$ cat src/rtl/rom_arbiter.sv
// Round-robin arbiter sharing one ROM read port between fetch and data read.
// Checks range/alignment, registers the ROM word and pulses a per-port ack.
module rom_arbiter #(
    parameter logic [15:0] BOUND_U = 16'hffff,
    parameter logic [15:0] BOUND_L = 16'hc000
) (
    input  logic        clk,
    input  logic        rst,
    input  logic        if_req,
    input  logic [15:0] if_addr,
    output logic        if_ack,
    output logic [15:0] if_rdata,
    output logic        if_err,
    input  logic        dr_req,
    input  logic [15:0] dr_addr,
    output logic        dr_ack,
    output logic [15:0] dr_rdata,
    output logic        dr_err,
    output logic [15:0] rom_addr,
    input  logic [15:0] rom_out,
    output logic        busy
);

    typedef enum logic [1:0] {
        IDLE,
        ACCESS,
        RESP
    } state_t;

    localparam logic PORT_IF = 1'b0;
    localparam logic PORT_DR = 1'b1;

    state_t      state;
    state_t      nxt;
    logic        owner;
    logic        rr_last;
    logic        valid_q;
    logic [15:0] addr_q;

    logic        any_req;
    logic        sel;
    logic [15:0] sel_addr;
    logic [16:0] addr_ext;
    logic        sel_valid;

    // Pick the winner and check its address; 17 bits keep 16'hffff + 1 from wrapping.
    always_comb begin
        any_req  = if_req | dr_req;
        sel      = PORT_IF;
        if (if_req && dr_req) begin
            sel = ~rr_last;
        end else if (dr_req) begin
            sel = PORT_DR;
        end
        sel_addr  = (sel == PORT_DR) ? dr_addr : if_addr;
        addr_ext  = {1'b0, sel_addr};
        sel_valid = ~sel_addr[0]
                  & (addr_ext >= {1'b0, BOUND_L})
                  & ((addr_ext + 17'd1) <= {1'b0, BOUND_U});
    end

    // State register.
    always_ff @(posedge clk) begin
        if (rst) begin
            state <= IDLE;
        end else begin
            state <= nxt;
        end
    end

    // Next-state: a fixed three-cycle walk once a request is taken.
    always_comb begin
        nxt = state;
        unique case (state)
            IDLE:    if (any_req) nxt = ACCESS;
            ACCESS:  nxt = RESP;
            RESP:    nxt = IDLE;
            default: nxt = IDLE;
        endcase
    end

    // Datapath: latch the grant, drive the ROM, then return the word with an ack.
    always_ff @(posedge clk) begin
        if (rst) begin
            owner    <= PORT_IF;
            rr_last  <= PORT_DR;
            valid_q  <= 1'b0;
            addr_q   <= 16'h0000;
            rom_addr <= 16'h0000;
            if_ack   <= 1'b0;
            if_err   <= 1'b0;
            if_rdata <= 16'h0000;
            dr_ack   <= 1'b0;
            dr_err   <= 1'b0;
            dr_rdata <= 16'h0000;
        end else begin
            if_ack <= 1'b0;
            if_err <= 1'b0;
            dr_ack <= 1'b0;
            dr_err <= 1'b0;
            unique case (state)
                IDLE: begin
                    if (any_req) begin
                        owner   <= sel;
                        addr_q  <= sel_addr;
                        valid_q <= sel_valid;
                    end
                end
                ACCESS: begin
                    if (valid_q) begin
                        rom_addr <= addr_q - BOUND_L;
                    end
                end
                RESP: begin
                    rr_last <= owner;
                    if (owner == PORT_IF) begin
                        if_ack   <= 1'b1;
                        if_err   <= ~valid_q;
                        if_rdata <= valid_q ? rom_out : 16'h0000;
                    end else begin
                        dr_ack   <= 1'b1;
                        dr_err   <= ~valid_q;
                        dr_rdata <= valid_q ? rom_out : 16'h0000;
                    end
                end
                default: begin
                    rr_last <= rr_last;
                end
            endcase
        end
    end

    assign busy = (state != IDLE);

endmodule

$ cat config.mk
export PLATFORM = sky130hd
export DESIGN_NAME = rom_arbiter
export DESIGN_NICKNAME = d
export VERILOG_FILES = /design/src/rtl/rom_arbiter.sv
export SDC_FILE = /design/constraint.sdc
export NUM_CORES = 1
export LEC_CHECK = 0
export CORE_AREA = 2 2 85 87
export DETAILED_ROUTE_END_ITERATION = 10
export DIE_AREA = 0 0 87 89
export GPL_TIMING_DRIVEN = 0
export HOLD_SLACK_MARGIN = 0.15
export PLACE_DENSITY = 0.78
export SLEW_MARGIN = 20
export SYNTH_ARGS = -nofsm -noshare
export SYNTH_HDL_FRONTEND = slang
export SYNTH_SLANG_ARGS = --single-unit
export TNS_END_PERCENT = 10
$ cat constraint.sdc
create_clock -name clk -period 2.8 [get_ports clk]
set_input_delay 0.42 -clock clk [delete_from_list [all_inputs] [get_ports clk]]
set_output_delay 0.42 -clock clk [all_outputs]
set_load 0.05 [all_outputs]
Word level (Yosys, flattened, before mapping)
Cells that the tools add are included.
Operators by class
  $add $sub $neg: 2
  $lt $le $gt $ge: 2
  equal/unequal tests: 3
  muxes and demuxes: 8
  bitwise gates (word level): 8
  reductions and logical operators: 10
Operator list (count)
  $mux 16: 2
  $add 16x1->17 const B: 1
  $le 17x16->1 const B: 1
  $ge 16x16->1 const B: 1
  $sub 16x16->16 const B: 1
  $reduce_and 2->1: 4
  $reduce_or 3->1: 2
  $not 1->1: 5
  $mux 1: 4
  $pmux 2 s2: 1
  $and 1x1->1: 2
  $eq 2x1->1 const B: 1
  $eq 2x2->1 const B: 1
  $logic_not 2->1: 1
  $mux 2: 1
  $ne 2x2->1 const B: 1
  $reduce_bool 2->1: 1
  $reduce_or 2->1: 1
  $logic_and 1x1->1: 1
  $or 1x1->1: 1
Storage, ports and cells
  bits in registers: 73
  input bits: 52
  output and inout port bits: 53
  logic and storage cells: 45

Logic depth before layout (Yosys ltp)
  word-level depth: 6
  mapped depth: 11
  depth with buffers taken out: 9

Worst setup path after synthesis
Ideal clock, no wire load.
  path type: input to register
  from: input port dr_req
  to: register valid_q
  library setup time: 0.132 ns
  arrival: 2.321 ns
  data required time: 2.668 ns
  slack: 0.348 ns
  stages on the path: 10
  buffers on the path: 2
  cell sequence: a21boi_4 > buf_4 > buf_6 > mux2_1 > ha_1 > nand4_1 > xnor2_1 > nor2_1 > a2111oi_0 > a31oi_1
On the way
  word-level cells in the longest chain between the ends: 6
  elaborated cells on any way between the ends: 12
  classes of those cells: 1 x add/sub; 2 x order compare; 3 x mux; 4 x bitwise; 2 x reduce/logical
RTL lines
  start: declaration: RTL line 14  | input logic dr_req,
  $mux 1 or $logic_and 1x1->1 (tied branches): RTL line 52, 50
  $mux 1 *: RTL line 50  | if (if_req && dr_req) begin
  $mux 16 *: RTL line 55  | sel_addr = (sel == PORT_DR) ? dr_addr : if_addr;
  via sel_addr[1]: RTL line 42  | logic [15:0] sel_addr;
  $add 16x1->17 or $ge 16x16->1 (tied branches): RTL line 59, 58
  $le 17x16->1 or $and 1x1->1 (tied branches): RTL line 59, 58
  $and 1x1->1 *: RTL line 59  | & ((addr_ext + 17'd1) <= {1'b0, BOUND_U});
  end signal: assignment: RTL line 106  | valid_q <= sel_valid;
  end: declaration: RTL line 37  | logic valid_q;
Mark *: on every way through the listed nets, which the timed path passes. The rest lies on a longest branch.
A chain may end at the register's enable or synchronous reset.

Final worst setup path
Ends and elaborated chain as after synthesis.

==> summary.md <==
| Metric | Value |
|---|---|
| Number of I/O port buffers | 104 |
| Largest net degree at the start of global routing | 14 |
| Die ar. | 7740 µm² |
| DPL Wire Length | 6.24 mm |
| Hold buffer count at cts | 0 |
| Maximum clock insertion buffer count | 2 |
| Psw | 0.000583 W |
| Total clock sinks | 73 |
| Post-synth ARST share | 0 |
| Slew Limit Headroom | 0.536 |
| #FFs+latches synth | 73 |
| Worst-path cell with the longest stage delay | clkdlybuf4s50_1 |
| Inst Count DP | 518 |
| Post-synth top flop | dfxtp_1 |
| Delay-heaviest family, CP | compound AO/OA/AOI/OAI gates |
| Share of layout cells above drive strength 1 | 0.0639 |
| Clk_skew | 0.00981 ns |
| DRT Pass-1 Iters | 5 |
| Reg2reg start | rr_last |
| Tightest Hold Check Type | flip-flop to flip-flop |
| Flop pwr share | 0.453 |
| Post-DRT Antenna Nets | 0 |
| Number of synthesized flops with an enable pin | 0 |
| Register area share after synthesis | 0.490 |
| Max Cap Violations | 0 |
| Clock-pin transition on the worst setup and hold timing paths | 0.08 ns |
| CP Data Arrival Time | 2.85 ns |
| Clock power frac | 0.418 |
| Clk_lat worst skew | 0.35 ns |
| Post-route DRC | 0 |
| Most frequent cells in the layout | 104 x clkdlybuf4s50_1, 73 x dfxtp_1, 52 x nand2_1, 33 x a21oi_1, 27 x nor2_1 |
| Crit end category | flip-flop |
| CP peak stage delay | 0.50 ns |
| Initial Utilization | 0.444 |
| Vias in the first global route | 2702 |
| Worst path buffer plus inverter count | 2 |
| Final Hold Viols | 0 |
| Final worst path period need | 2.63 ns |
| Status | finished, final reports clean |
| Setup violators final | 0 |
| Setup TNS | 0 ns |
| RePlAce Congestion | 0.862 |
| RSZ-0062 raised after global routing | false |
| Via density per instance | 5.49 |
| Root buffer cell | clkbuf_8 |
| Yosys warning count | 0 |
| Total grt overflow | 0 |
| WS Path Type | primary input to flip-flop |
| Tot Pwr | 0.00242 W |
| Via count | 2932 |
| Critical Path Source | dr_req |
| Die W | 87 µm |
| CTS buffer count | 9 |
| First-pass GRT wire length | 13.1 mm |
| DRT iter0 DRCs | 224 |
| CORE AREA | 6720 µm² |
| Fin cells | 534 |
| Worst vdd ir | 287 µV |
| Critical Path, Cell by Cell | clkdlybuf4s50_1 -> a21boi_4 -> buf_6 -> mux2_2 -> ha_1 -> a211oi_1 -> nand4_1 -> a2111oi_4 -> a31oi_1 |
| Synth cell types | 46 |
| Slew Limit Fails | 0 |
| Comb pwr share | 0.129 |
| WL final | 8.33 mm |
| PwrDens | 548 nW/µm² |
| Leak | 1.53 nW |
| CTS tree | yes |
| Final nets | 503 |
| Critical Path RT | 3.02 ns |
| I/O pin cnt | 105 |
| Syn Nets | 388 |
| Worst setup SP type | primary input |
| Most common cell after layout, fill and taps aside | clkdlybuf4s50_1 |
| Fmax | 380 MHz |
| Layout area overhead | 47.8% |
| Filler Cells Inserted | 557 |
| Synthesized cell area | 2980 µm² |
| Avg Inst Size Synth | 8.93 µm² |
| Mean routed wirelength per cell | 15.6 µm |
| Num rows | 30 |
| H-tree depth | 3 |
| Cells after synthesis | 334 |
| Initial antenna violation count | 0 |
| Int Pwr | 0.00183 W |
| Worst-margin pin slew | 0.695 ns |
| Worst Hold Launch | addr_q[8] |
| Crit Path Max Fanout | 19 |
| Antenna diodes | 0 |
| DIE HEIGHT | 89 µm |
| Total GRT Usage | 0.217 |
| Final Cycle Share | 0.939 |
| Switching part of the total | 0.242 |
sequential cells by signal (all words and copies together) (netlist names):
signal and flops:
dr_err 1, owner 1, if_err 1, rr_last 1, if_rdata 16, dr_ack 1
if_ack 1, dr_rdata 16, rom_addr 16, valid_q 1, state 2, addr_q 16
tightest hold or removal path, stage by stage, from the launching register on:
cell and delay [ns]:
dfxtp_1 0.31, nand2_1 0.05, a21oi_1 0.05
cell type report:
class                   instances  area, µm²  share of cell area
plain buffers                  24        106              0.0241
clock buffers                  10        138              0.0312
clock inverters                 6        114              0.0258
inverters                       3       11.3             0.00256
multi-input cells             233       1430               0.324
flip-flops and latches         73       1460               0.332
well taps                      80        100              0.0227
repair buffers                105       1050               0.238
cell usage after synthesis (3+ instances only):
library cell	n	area share
nor2b_1	3	0.0063
nor3_1	5	0.0084
nor2_1	27	0.034
inv_1	3	0.0038
dfxtp_1	73	0.49
a32o_1	16	0.054
nand2_1	52	0.065
a21oi_1	33	0.055
nand3_1	19	0.032
a31oi_1	4	0.0084
a211oi_1	17	0.043
clkbuf_1	16	0.020
nand4_1	5	0.010
mux2i_1	14	0.047
buf_2	4	0.0067
metrics by stage:
stage | worst slack (ns) | instance area [µm²] | hold slack [ns] | utilization
2_1_floorplan | 0.348 | 2980 | 0.432 | -
3_3_place_gp | -0.405 | 4120 | 0.438 | 0.614
3_5_place_dp | -0.467 | 4120 | 0.445 | 0.614
4_1_cts | 0.144 | 4390 | 0.452 | 0.653
5_1_grt | 0.0386 | 4410 | 0.476 | 0.656
6_report | 0.172 | 4410 | 0.450 | 0.656
timing repair:
item	in CTS	in global routing
resized for setup	1	6
buffers inserted	1	0
setup endpoints to repair	1	1
pin swaps	0	2
gates cloned	0	0
layer usage:
metal  global-route usage  vias up  routed length, µm  part of all wire
met4               0.0895        0                153             0.018
met1                0.288     1372               3780              0.45
met5                    0        -                  0                 0
li1                     -     1427                  -                 -
met2                0.350      119               3940              0.47
met3               0.0360       14                454             0.054
power by group through the flow:
| stage | clock, W | sequential, W | combinational (W) |
|---|---|---|---|
| after floorplan | 0 | 0.00112 | 0.000151 |
| after global placement | 0 | 0.00112 | 0.000293 |
| after detailed placement | 0 | 0.00112 | 0.000298 |
| after CTS | 0.00102 | 0.00109 | 0.000304 |
| after global routing | 0.00107 | 0.00110 | 0.000336 |
| final | 0.00101 | 0.00109 | 0.000312 |
final timing paths:
check / end / slack, ns / cells past startpoint
worst max-delay path: valid_q / 0.17 / 9
worst max register to register: valid_q / 0.47 / 8
worst min register to register: rom_addr[8] / 0.45 / 2
worst min-delay path: rom_addr[8] / 0.45 / 2
cell families after synthesis:
group,after synthesis,synth area share
simple gates,127,0.196
fa+ha+maj,2,0.00839
mux,16,0.0546
flops,73,0.490
xor+xnor,4,0.0118
buf+inv,28,0.0420
compound gates,84,0.197
No activity file was read; power rests on OpenSTA's default activity.
